===== config.mk =====
export PLATFORM = sky130hd
export DESIGN_NAME = decode_stage_flat
export DESIGN_NICKNAME = d
export VERILOG_FILES = /design/src/rtl/decode_stage_if.sv /design/src/rtl/decode_stage.sv /design/src/flat_wrapper.sv
export SDC_FILE = /design/constraint.sdc
export NUM_CORES = 2
export LEC_CHECK = 0
export BUFFER_PORTS_ARGS = -buffer_cell sky130_fd_sc_hd__buf_2
export CORE_AREA = 2 2 704 706
export DETAILED_ROUTE_END_ITERATION = 16
export DIE_AREA = 0 0 706 708
export PLACE_DENSITY = 0.3
export SLEW_MARGIN = 40
export SYNTH_ARGS = -nofsm -noshare
export SYNTH_HDL_FRONTEND = slang
export SYNTH_SLANG_ARGS = --single-unit

===== constraint.sdc =====
create_clock -name clk -period 8.6 [get_ports clk]
set_clock_uncertainty 0.2 [all_clocks]
set_input_delay 2.15 -clock clk [delete_from_list [all_inputs] [get_ports clk]]
set_output_delay 2.15 -clock clk [all_outputs]
set_load 0.02 [all_outputs]

===== src/rtl/decode_stage_if.sv =====
// decode_stage_if
//   Bundles the decode slice's buses: fetch-stage inputs (f_*), write-back
//   inputs from the W stage (w_*), the D-register and E-register contents
//   (d_*, e_*), the combinational register reads (d_valA/d_valB) and the
//   live register-file contents (reg_mem0..reg_mem14).
//   master : the surrounding pipeline (drives f_*/w_*, observes the rest)
//   slave  : decode_stage (consumes f_*/w_*, drives d_*/e_*/reg_mem*)
interface decode_stage_if #(
    parameter int DATA_W = 64
);
    logic [2:0]        f_stat;
    logic [3:0]        f_icode, f_ifun, f_rA, f_rB;
    logic [DATA_W-1:0] f_valC, f_valP;

    logic [3:0]        w_icode, w_rA, w_rB;
    logic              w_cnd;
    logic [DATA_W-1:0] w_valE, w_valM;

    logic [2:0]        d_stat;
    logic [3:0]        d_icode, d_ifun, d_rA, d_rB;
    logic [DATA_W-1:0] d_valC, d_valP, d_valA, d_valB;

    logic [2:0]        e_stat;
    logic [3:0]        e_icode, e_ifun, e_rA, e_rB;
    logic [DATA_W-1:0] e_valC, e_valP, e_valA, e_valB;

    logic [DATA_W-1:0] reg_mem0, reg_mem1, reg_mem2, reg_mem3, reg_mem4;
    logic [DATA_W-1:0] reg_mem5, reg_mem6, reg_mem7, reg_mem8, reg_mem9;
    logic [DATA_W-1:0] reg_mem10, reg_mem11, reg_mem12, reg_mem13, reg_mem14;

    modport master (
        output f_stat, f_icode, f_ifun, f_rA, f_rB, f_valC, f_valP,
        output w_icode, w_rA, w_rB, w_cnd, w_valE, w_valM,
        input  d_stat, d_icode, d_ifun, d_rA, d_rB, d_valC, d_valP, d_valA, d_valB,
        input  e_stat, e_icode, e_ifun, e_rA, e_rB, e_valC, e_valP, e_valA, e_valB,
        input  reg_mem0, reg_mem1, reg_mem2, reg_mem3, reg_mem4,
        input  reg_mem5, reg_mem6, reg_mem7, reg_mem8, reg_mem9,
        input  reg_mem10, reg_mem11, reg_mem12, reg_mem13, reg_mem14
    );

    modport slave (
        input  f_stat, f_icode, f_ifun, f_rA, f_rB, f_valC, f_valP,
        input  w_icode, w_rA, w_rB, w_cnd, w_valE, w_valM,
        output d_stat, d_icode, d_ifun, d_rA, d_rB, d_valC, d_valP, d_valA, d_valB,
        output e_stat, e_icode, e_ifun, e_rA, e_rB, e_valC, e_valP, e_valA, e_valB,
        output reg_mem0, reg_mem1, reg_mem2, reg_mem3, reg_mem4,
        output reg_mem5, reg_mem6, reg_mem7, reg_mem8, reg_mem9,
        output reg_mem10, reg_mem11, reg_mem12, reg_mem13, reg_mem14
    );
endinterface


===== src/rtl/decode_stage.sv =====
// decode_stage
//   Y86-64 decode slice: F->D pipeline register, 15 x DATA_W register file
//   (two combinational decode reads, two write-back write ports) and D->E
//   pipeline register. No stall, bubble or forwarding from E/M.
// Ports
//   clk  : clock, all state changes on posedge
//   rst  : synchronous active-high reset (D/E regs -> nop bubble, regs -> 0)
//   bus  : decode_stage_if.slave (f_* / w_* in; d_*, e_*, reg_mem* out)
// Parameters
//   DATA_W  : datapath / register width
//   RSP_IDX : register id of %rsp
// Configuration
//   WB_BYPASS_EN : when defined, a decode read whose source matches a
//   same-cycle write-back destination returns the write-back value
//   (valM before valE). Undefined: reads see stored contents only.
module decode_stage #(
    parameter int         DATA_W  = 64,
    parameter logic [3:0] RSP_IDX = 4'd4
) (
    input logic           clk,
    input logic           rst,
    decode_stage_if.slave bus
);
    localparam logic [3:0] RNONE = 4'hF;

    logic [DATA_W-1:0] rf [0:14];

    logic [2:0]        stat_p0, stat_p1;
    logic [3:0]        icode_p0, ifun_p0, ra_p0, rb_p0;
    logic [3:0]        icode_p1, ifun_p1, ra_p1, rb_p1;
    logic [DATA_W-1:0] valc_p0, valp_p0;
    logic [DATA_W-1:0] valc_p1, valp_p1, vala_p1, valb_p1;

    logic [3:0]        src_a, src_b, dst_e, dst_m;
    logic [DATA_W-1:0] val_a, val_b;

    function automatic logic [3:0] sel_src_a(input logic [3:0] icode, input logic [3:0] ra);
        case (icode)
            4'h2, 4'h4, 4'h6, 4'hA: return ra;
            4'h9, 4'hB:             return RSP_IDX;
            default:                return RNONE;
        endcase
    endfunction

    function automatic logic [3:0] sel_src_b(input logic [3:0] icode, input logic [3:0] rb);
        case (icode)
            4'h4, 4'h5, 4'h6:       return rb;
            4'h8, 4'h9, 4'hA, 4'hB: return RSP_IDX;
            default:                return RNONE;
        endcase
    endfunction

    // cmovXX (icode 2) only commits when its condition held.
    function automatic logic [3:0] sel_dst_e(input logic [3:0] icode, input logic [3:0] rb,
                                             input logic cnd);
        case (icode)
            4'h2:                   return cnd ? rb : RNONE;
            4'h3, 4'h6:             return rb;
            4'h8, 4'h9, 4'hA, 4'hB: return RSP_IDX;
            default:                return RNONE;
        endcase
    endfunction

    function automatic logic [3:0] sel_dst_m(input logic [3:0] icode, input logic [3:0] ra);
        case (icode)
            4'h5, 4'hB: return ra;
            default:    return RNONE;
        endcase
    endfunction

    always_comb begin
        src_a = sel_src_a(icode_p0, ra_p0);
        src_b = sel_src_b(icode_p0, rb_p0);
        dst_e = sel_dst_e(bus.w_icode, bus.w_rB, bus.w_cnd);
        dst_m = sel_dst_m(bus.w_icode, bus.w_rA);
    end

    // Decode reads; id F reads as zero and never indexes the array.
    always_comb begin
        val_a = '0;
        val_b = '0;
        if (src_a != RNONE) val_a = rf[src_a];
        if (src_b != RNONE) val_b = rf[src_b];
`ifdef WB_BYPASS_EN
        if (src_a != RNONE) begin
            if (src_a == dst_m)      val_a = bus.w_valM;
            else if (src_a == dst_e) val_a = bus.w_valE;
        end
        if (src_b != RNONE) begin
            if (src_b == dst_m)      val_b = bus.w_valM;
            else if (src_b == dst_e) val_b = bus.w_valE;
        end
`endif
    end

    // Write-back; the M write is issued last so popq %rsp keeps valM.
    always_ff @(posedge clk) begin
        if (rst) begin
            for (int i = 0; i < 15; i++) rf[i] <= '0;
        end else begin
            if (dst_e != RNONE) rf[dst_e] <= bus.w_valE;
            if (dst_m != RNONE) rf[dst_m] <= bus.w_valM;
        end
    end

    // ---- F -> D boundary ----
    always_ff @(posedge clk) begin
        if (rst) begin
            stat_p0  <= 3'b001;
            icode_p0 <= 4'h1;
            ifun_p0  <= 4'h0;
            ra_p0    <= RNONE;
            rb_p0    <= RNONE;
            valc_p0  <= '0;
            valp_p0  <= '0;
        end else begin
            stat_p0  <= bus.f_stat;
            icode_p0 <= bus.f_icode;
            ifun_p0  <= bus.f_ifun;
            ra_p0    <= bus.f_rA;
            rb_p0    <= bus.f_rB;
            valc_p0  <= bus.f_valC;
            valp_p0  <= bus.f_valP;
        end
    end

    // ---- D -> E boundary ----
    always_ff @(posedge clk) begin
        if (rst) begin
            stat_p1  <= 3'b001;
            icode_p1 <= 4'h1;
            ifun_p1  <= 4'h0;
            ra_p1    <= RNONE;
            rb_p1    <= RNONE;
            valc_p1  <= '0;
            valp_p1  <= '0;
            vala_p1  <= '0;
            valb_p1  <= '0;
        end else begin
            stat_p1  <= stat_p0;
            icode_p1 <= icode_p0;
            ifun_p1  <= ifun_p0;
            ra_p1    <= ra_p0;
            rb_p1    <= rb_p0;
            valc_p1  <= valc_p0;
            valp_p1  <= valp_p0;
            vala_p1  <= val_a;
            valb_p1  <= val_b;
        end
    end

    assign bus.d_stat  = stat_p0;
    assign bus.d_icode = icode_p0;
    assign bus.d_ifun  = ifun_p0;
    assign bus.d_rA    = ra_p0;
    assign bus.d_rB    = rb_p0;
    assign bus.d_valC  = valc_p0;
    assign bus.d_valP  = valp_p0;
    assign bus.d_valA  = val_a;
    assign bus.d_valB  = val_b;

    assign bus.e_stat  = stat_p1;
    assign bus.e_icode = icode_p1;
    assign bus.e_ifun  = ifun_p1;
    assign bus.e_rA    = ra_p1;
    assign bus.e_rB    = rb_p1;
    assign bus.e_valC  = valc_p1;
    assign bus.e_valP  = valp_p1;
    assign bus.e_valA  = vala_p1;
    assign bus.e_valB  = valb_p1;

    assign bus.reg_mem0  = rf[0];
    assign bus.reg_mem1  = rf[1];
    assign bus.reg_mem2  = rf[2];
    assign bus.reg_mem3  = rf[3];
    assign bus.reg_mem4  = rf[4];
    assign bus.reg_mem5  = rf[5];
    assign bus.reg_mem6  = rf[6];
    assign bus.reg_mem7  = rf[7];
    assign bus.reg_mem8  = rf[8];
    assign bus.reg_mem9  = rf[9];
    assign bus.reg_mem10 = rf[10];
    assign bus.reg_mem11 = rf[11];
    assign bus.reg_mem12 = rf[12];
    assign bus.reg_mem13 = rf[13];
    assign bus.reg_mem14 = rf[14];
endmodule


===== src/flat_wrapper.sv =====
// flat-port wrapper written by rule: the top's interface ports become plain ports
module decode_stage_flat 
#(
    parameter int         DATA_W  = 64,
    parameter logic [3:0] RSP_IDX = 4'd4
)
  (clk, rst, bus_f_stat, bus_f_icode, bus_f_ifun, bus_f_rA, bus_f_rB, bus_f_valC, bus_f_valP, bus_w_icode, bus_w_rA, bus_w_rB, bus_w_cnd, bus_w_valE, bus_w_valM, bus_d_stat, bus_d_icode, bus_d_ifun, bus_d_rA, bus_d_rB, bus_d_valC, bus_d_valP, bus_d_valA, bus_d_valB, bus_e_stat, bus_e_icode, bus_e_ifun, bus_e_rA, bus_e_rB, bus_e_valC, bus_e_valP, bus_e_valA, bus_e_valB, bus_reg_mem0, bus_reg_mem1, bus_reg_mem2, bus_reg_mem3, bus_reg_mem4, bus_reg_mem5, bus_reg_mem6, bus_reg_mem7, bus_reg_mem8, bus_reg_mem9, bus_reg_mem10, bus_reg_mem11, bus_reg_mem12, bus_reg_mem13, bus_reg_mem14);
  decode_stage_if #(.DATA_W(DATA_W)) bus_i ();
  input logic clk;
  input logic rst;
  input wire logic [$bits(bus_i.f_stat)-1:0] bus_f_stat;
  input wire logic [$bits(bus_i.f_icode)-1:0] bus_f_icode;
  input wire logic [$bits(bus_i.f_ifun)-1:0] bus_f_ifun;
  input wire logic [$bits(bus_i.f_rA)-1:0] bus_f_rA;
  input wire logic [$bits(bus_i.f_rB)-1:0] bus_f_rB;
  input wire logic [$bits(bus_i.f_valC)-1:0] bus_f_valC;
  input wire logic [$bits(bus_i.f_valP)-1:0] bus_f_valP;
  input wire logic [$bits(bus_i.w_icode)-1:0] bus_w_icode;
  input wire logic [$bits(bus_i.w_rA)-1:0] bus_w_rA;
  input wire logic [$bits(bus_i.w_rB)-1:0] bus_w_rB;
  input wire logic [$bits(bus_i.w_cnd)-1:0] bus_w_cnd;
  input wire logic [$bits(bus_i.w_valE)-1:0] bus_w_valE;
  input wire logic [$bits(bus_i.w_valM)-1:0] bus_w_valM;
  output wire logic [$bits(bus_i.d_stat)-1:0] bus_d_stat;
  output wire logic [$bits(bus_i.d_icode)-1:0] bus_d_icode;
  output wire logic [$bits(bus_i.d_ifun)-1:0] bus_d_ifun;
  output wire logic [$bits(bus_i.d_rA)-1:0] bus_d_rA;
  output wire logic [$bits(bus_i.d_rB)-1:0] bus_d_rB;
  output wire logic [$bits(bus_i.d_valC)-1:0] bus_d_valC;
  output wire logic [$bits(bus_i.d_valP)-1:0] bus_d_valP;
  output wire logic [$bits(bus_i.d_valA)-1:0] bus_d_valA;
  output wire logic [$bits(bus_i.d_valB)-1:0] bus_d_valB;
  output wire logic [$bits(bus_i.e_stat)-1:0] bus_e_stat;
  output wire logic [$bits(bus_i.e_icode)-1:0] bus_e_icode;
  output wire logic [$bits(bus_i.e_ifun)-1:0] bus_e_ifun;
  output wire logic [$bits(bus_i.e_rA)-1:0] bus_e_rA;
  output wire logic [$bits(bus_i.e_rB)-1:0] bus_e_rB;
  output wire logic [$bits(bus_i.e_valC)-1:0] bus_e_valC;
  output wire logic [$bits(bus_i.e_valP)-1:0] bus_e_valP;
  output wire logic [$bits(bus_i.e_valA)-1:0] bus_e_valA;
  output wire logic [$bits(bus_i.e_valB)-1:0] bus_e_valB;
  output wire logic [$bits(bus_i.reg_mem0)-1:0] bus_reg_mem0;
  output wire logic [$bits(bus_i.reg_mem1)-1:0] bus_reg_mem1;
  output wire logic [$bits(bus_i.reg_mem2)-1:0] bus_reg_mem2;
  output wire logic [$bits(bus_i.reg_mem3)-1:0] bus_reg_mem3;
  output wire logic [$bits(bus_i.reg_mem4)-1:0] bus_reg_mem4;
  output wire logic [$bits(bus_i.reg_mem5)-1:0] bus_reg_mem5;
  output wire logic [$bits(bus_i.reg_mem6)-1:0] bus_reg_mem6;
  output wire logic [$bits(bus_i.reg_mem7)-1:0] bus_reg_mem7;
  output wire logic [$bits(bus_i.reg_mem8)-1:0] bus_reg_mem8;
  output wire logic [$bits(bus_i.reg_mem9)-1:0] bus_reg_mem9;
  output wire logic [$bits(bus_i.reg_mem10)-1:0] bus_reg_mem10;
  output wire logic [$bits(bus_i.reg_mem11)-1:0] bus_reg_mem11;
  output wire logic [$bits(bus_i.reg_mem12)-1:0] bus_reg_mem12;
  output wire logic [$bits(bus_i.reg_mem13)-1:0] bus_reg_mem13;
  output wire logic [$bits(bus_i.reg_mem14)-1:0] bus_reg_mem14;
  assign bus_i.f_stat = bus_f_stat;
  assign bus_i.f_icode = bus_f_icode;
  assign bus_i.f_ifun = bus_f_ifun;
  assign bus_i.f_rA = bus_f_rA;
  assign bus_i.f_rB = bus_f_rB;
  assign bus_i.f_valC = bus_f_valC;
  assign bus_i.f_valP = bus_f_valP;
  assign bus_i.w_icode = bus_w_icode;
  assign bus_i.w_rA = bus_w_rA;
  assign bus_i.w_rB = bus_w_rB;
  assign bus_i.w_cnd = bus_w_cnd;
  assign bus_i.w_valE = bus_w_valE;
  assign bus_i.w_valM = bus_w_valM;
  assign bus_d_stat = bus_i.d_stat;
  assign bus_d_icode = bus_i.d_icode;
  assign bus_d_ifun = bus_i.d_ifun;
  assign bus_d_rA = bus_i.d_rA;
  assign bus_d_rB = bus_i.d_rB;
  assign bus_d_valC = bus_i.d_valC;
  assign bus_d_valP = bus_i.d_valP;
  assign bus_d_valA = bus_i.d_valA;
  assign bus_d_valB = bus_i.d_valB;
  assign bus_e_stat = bus_i.e_stat;
  assign bus_e_icode = bus_i.e_icode;
  assign bus_e_ifun = bus_i.e_ifun;
  assign bus_e_rA = bus_i.e_rA;
  assign bus_e_rB = bus_i.e_rB;
  assign bus_e_valC = bus_i.e_valC;
  assign bus_e_valP = bus_i.e_valP;
  assign bus_e_valA = bus_i.e_valA;
  assign bus_e_valB = bus_i.e_valB;
  assign bus_reg_mem0 = bus_i.reg_mem0;
  assign bus_reg_mem1 = bus_i.reg_mem1;
  assign bus_reg_mem2 = bus_i.reg_mem2;
  assign bus_reg_mem3 = bus_i.reg_mem3;
  assign bus_reg_mem4 = bus_i.reg_mem4;
  assign bus_reg_mem5 = bus_i.reg_mem5;
  assign bus_reg_mem6 = bus_i.reg_mem6;
  assign bus_reg_mem7 = bus_i.reg_mem7;
  assign bus_reg_mem8 = bus_i.reg_mem8;
  assign bus_reg_mem9 = bus_i.reg_mem9;
  assign bus_reg_mem10 = bus_i.reg_mem10;
  assign bus_reg_mem11 = bus_i.reg_mem11;
  assign bus_reg_mem12 = bus_i.reg_mem12;
  assign bus_reg_mem13 = bus_i.reg_mem13;
  assign bus_reg_mem14 = bus_i.reg_mem14;
  decode_stage #(.DATA_W(DATA_W), .RSP_IDX(RSP_IDX)) u_core (.clk(clk), .rst(rst), .bus(bus_i));
endmodule

==> results.sh <==
export IMPL_finalSetupViolCount=0
export IMPL_dr_pass1_iters=6
export IMPL_grt_total_usage_pct=23.94
export IMPL_synth_cell_types=70
export IMPL_tightest_slew_ps=1116
export IMPL_crit_chain="nand3b_4 -> buf_4 -> nand3_4 -> buf_12 -> buf_4 -> a22oi_1 -> a32o_1 -> nor4_1 -> buf_2"
export IMPL_placed_cells=14410
export IMPL_die_x_um=706
export IMPL_viasPerCell=5.078
export IMPL_antenna_found_initial=143
export IMPL_dieArea_um2=499800
export IMPL_clock_tree_root_cell="clkbuf_16"
export IMPL_min_period_ps=7800
export IMPL_ys_seq_area_share_pct=52.16
export IMPL_htree_levels=4
export IMPL_synthTopCellsByArea="edfxtp_1 41%, a22o_1 12%, dfxtp_1 11%"
export IMPL_ant_nets=0
export IMPL_postCtsHoldBufs=0
export IMPL_setup_tns_ps=0
export IMPL_async_reset_ff_share_pct=0
export IMPL_relSlewSlack_pct=25.59
export IMPL_drive_above_1_share_pct=30.59
export IMPL_maxCapViolations=0
export IMPL_cp_arrival_ps=5450
export IMPL_drc=0
export IMPL_synth_top_area_share_pct=40.92
export IMPL_ios=1800
export IMPL_floorplan_initialDensity_pct=15.27
export IMPL_p_leak_nw=37.44
export IMPL_ys_ff_latch=1446
export IMPL_r2r_cells=8
export IMPL_clockBufferDepth=4
export IMPL_path_clk_slew_ps=60
export IMPL_synth_area_leader_cell="edfxtp_1"
export IMPL_syn_to_final_growth_pct=31.25
export IMPL_wl_per_cell_um=42.41
export IMPL_place_congestion=0.8975
export IMPL_fill_cells=53540
export IMPL_final_nets=8412
export IMPL_cpMostUsedCell="buf_4"
export IMPL_yosysWarnings=0
export IMPL_cp_start_kind="flop"
export IMPL_grt_pass1_wl_um=798500
export IMPL_dp_slack_ps=1768
export IMPL_status="complete, no violations"
export IMPL_cts_resized=0
export IMPL_worst_ir_drop_vdd_mv=0.1641
export IMPL_drt_total_wl_um=629300
export IMPL_synthCells=6838
export IMPL_rsz0062_at_grt="no"
export IMPL_synth_edf_count=1024
export IMPL_io_buffer_count=1799
export IMPL_period_share_pct=90.70
export IMPL_rows=258
export IMPL_hold_class="flop to flop"
export IMPL_core_um2=492300
export IMPL_num_vias=75350
export IMPL_ys_flop_type="edfxtp_1"
export IMPL_end_kind="output port"
export IMPL_drtIter0Drc=9315
export IMPL_cellPowerDensity_nw_per_um2=212.6
export IMPL_grt_max_degree=148
export IMPL_setup_slack_ps=799.7
export IMPL_finalNonFillerCells=14840
export IMPL_path_max_fanout=35
export IMPL_fmax_ghz=0.1282
export IMPL_clock_sinks=1446
export IMPL_cts_setup_buffers=0
export IMPL_die_height_um=708
export IMPL_cts_tree="built"
export IMPL_overflow=0
export IMPL_required_ps=6250
export IMPL_cts_made_buffers=204
export IMPL_hpwl_um=443900
export IMPL_synth_cell_area_um2=75150
export IMPL_max_stage_delay_ps=790
export IMPL_report_final_slew_viol_count=0
export IMPL_post_route_util_pct=20.04
export IMPL_synthTopCellsByCount="1024 x edfxtp_1, 1022 x a22o_1, 766 x clkbuf_1"
export IMPL_worst_setup_path_type="flop to output port"
export IMPL_syn_avg_cell_area_um2=10.99
export IMPL_first_global_vias=72870
export IMPL_clkLatencyLatePin_ps=920
export IMPL_cpMaxStageDelayCell="dfxtp_2"
export IMPL_worst_hold_slack_ps=241.3
export IMPL_yosysMostFrequentCell="edfxtp_1"
export IMPL_hold_depth=1
export IMPL_hold_violations=0
## placed cells by master, fill, tap and decap left out, drive strengths merged, types with 77 or more instances in the layout
cell type  Yosys  final
buf          259   2042
edfxtp      1024   1024
a22o        1022   1022
inv          573    583
o211ai       567    567
o311ai       565    565
dfxtp        422    422
nor2b        280    280
clkbuf       768    267
nand4        192    192
nor4         142    142
nand2        137    137
o22ai        131    131
a22oi        126    126
a21oi         78     78
clkinv         0     77
## state kept, by name, summed over array words and instances (netlist names), 4 cells and up
signal and flops:
u_core.bus.e_valC 64, u_core.bus.e_icode 4, u_core.rf 1024, u_core.bus.e_rA 4
u_core.bus.d_ifun 4, u_core.bus.d_valC 64, u_core.bus.d_rB 4, u_core.bus.e_rB 4
u_core.bus.e_valA 64, u_core.bus.e_valP 64, u_core.bus.e_ifun 4, u_core.bus.d_rA 4
u_core.bus.d_icode 4, u_core.bus.e_valB 64, u_core.bus.d_valP 64
## kinds of logic after synthesis
group	Yosys count	synth area share, %
compound gates	2793	30.64
flops	1446	52.16
simple gates	867	6.901
buf+inv	1600	8.421
mux	131	1.868
other cells	1	0.004990
## stage by stage
step	power, mW	instance area [µm²]
2_1_floorplan	10.09	75380
3_3_place_gp	12.32	91150
3_5_place_dp	12.36	91730
4_1_cts	21.19	98350
5_1_grt	21.56	98550
6_report	20.97	98630
## routing by layer
metal / track usage [%] / vias to the layer above / share of wire (%) / wire length (µm)
li1: - / 30110 / - / -
met1: 29.03 / 39300 / 40 / 249300
met2: 39.27 / 4754 / 46 / 291300
met3: 5.879 / 1102 / 7.8 / 49380
met4: 12.25 / 78 / 6.2 / 38830
met5: 0 / - / 0.081 / 509
## power by group
group	switching (mW)	internal (mW)
logic	2.68	0.909
registers	0.722	7.93
clock network	3.74	4.98
total	7.14	13.8
## worst max-delay path: cells and delay by family (launching register included)
family | cells | cell delay (ps)
AND/OR/NAND/NOR | 3 | 1640
buffers and inverters | 4 | 1530
AO/OA/AOI/OAI | 2 | 390
flip-flops | 1 | 790
## layout make-up
class,count,area [µm²],share of cell area (%)
Clock inverter,108,1096,1.111
Timing Repair Buffer,2042,11910,12.07
Antenna cell,47,117.6,0.1192
Clock buffer,267,5525,5.602
Multi-Input combinational cell,3855,30500,30.92
Tap cell,6500,8133,8.246
Inverter,573,2151,2.181
Sequential cell,1446,39210,39.75
## worst paths after layout
path                                 to  slack (ps)             startpoint
setup / recovery         bus_d_valA[17]         800  u_core.bus.d_icode[0]
hold / removal    u_core.bus.e_valP[20]         240  u_core.bus.d_valP[20]
setup reg to reg  u_core.bus.e_valA[14]        4010  u_core.bus.d_icode[0]
hold reg to reg   u_core.bus.e_valP[20]         240  u_core.bus.d_valP[20]
(Power assumes the default switching activity.)
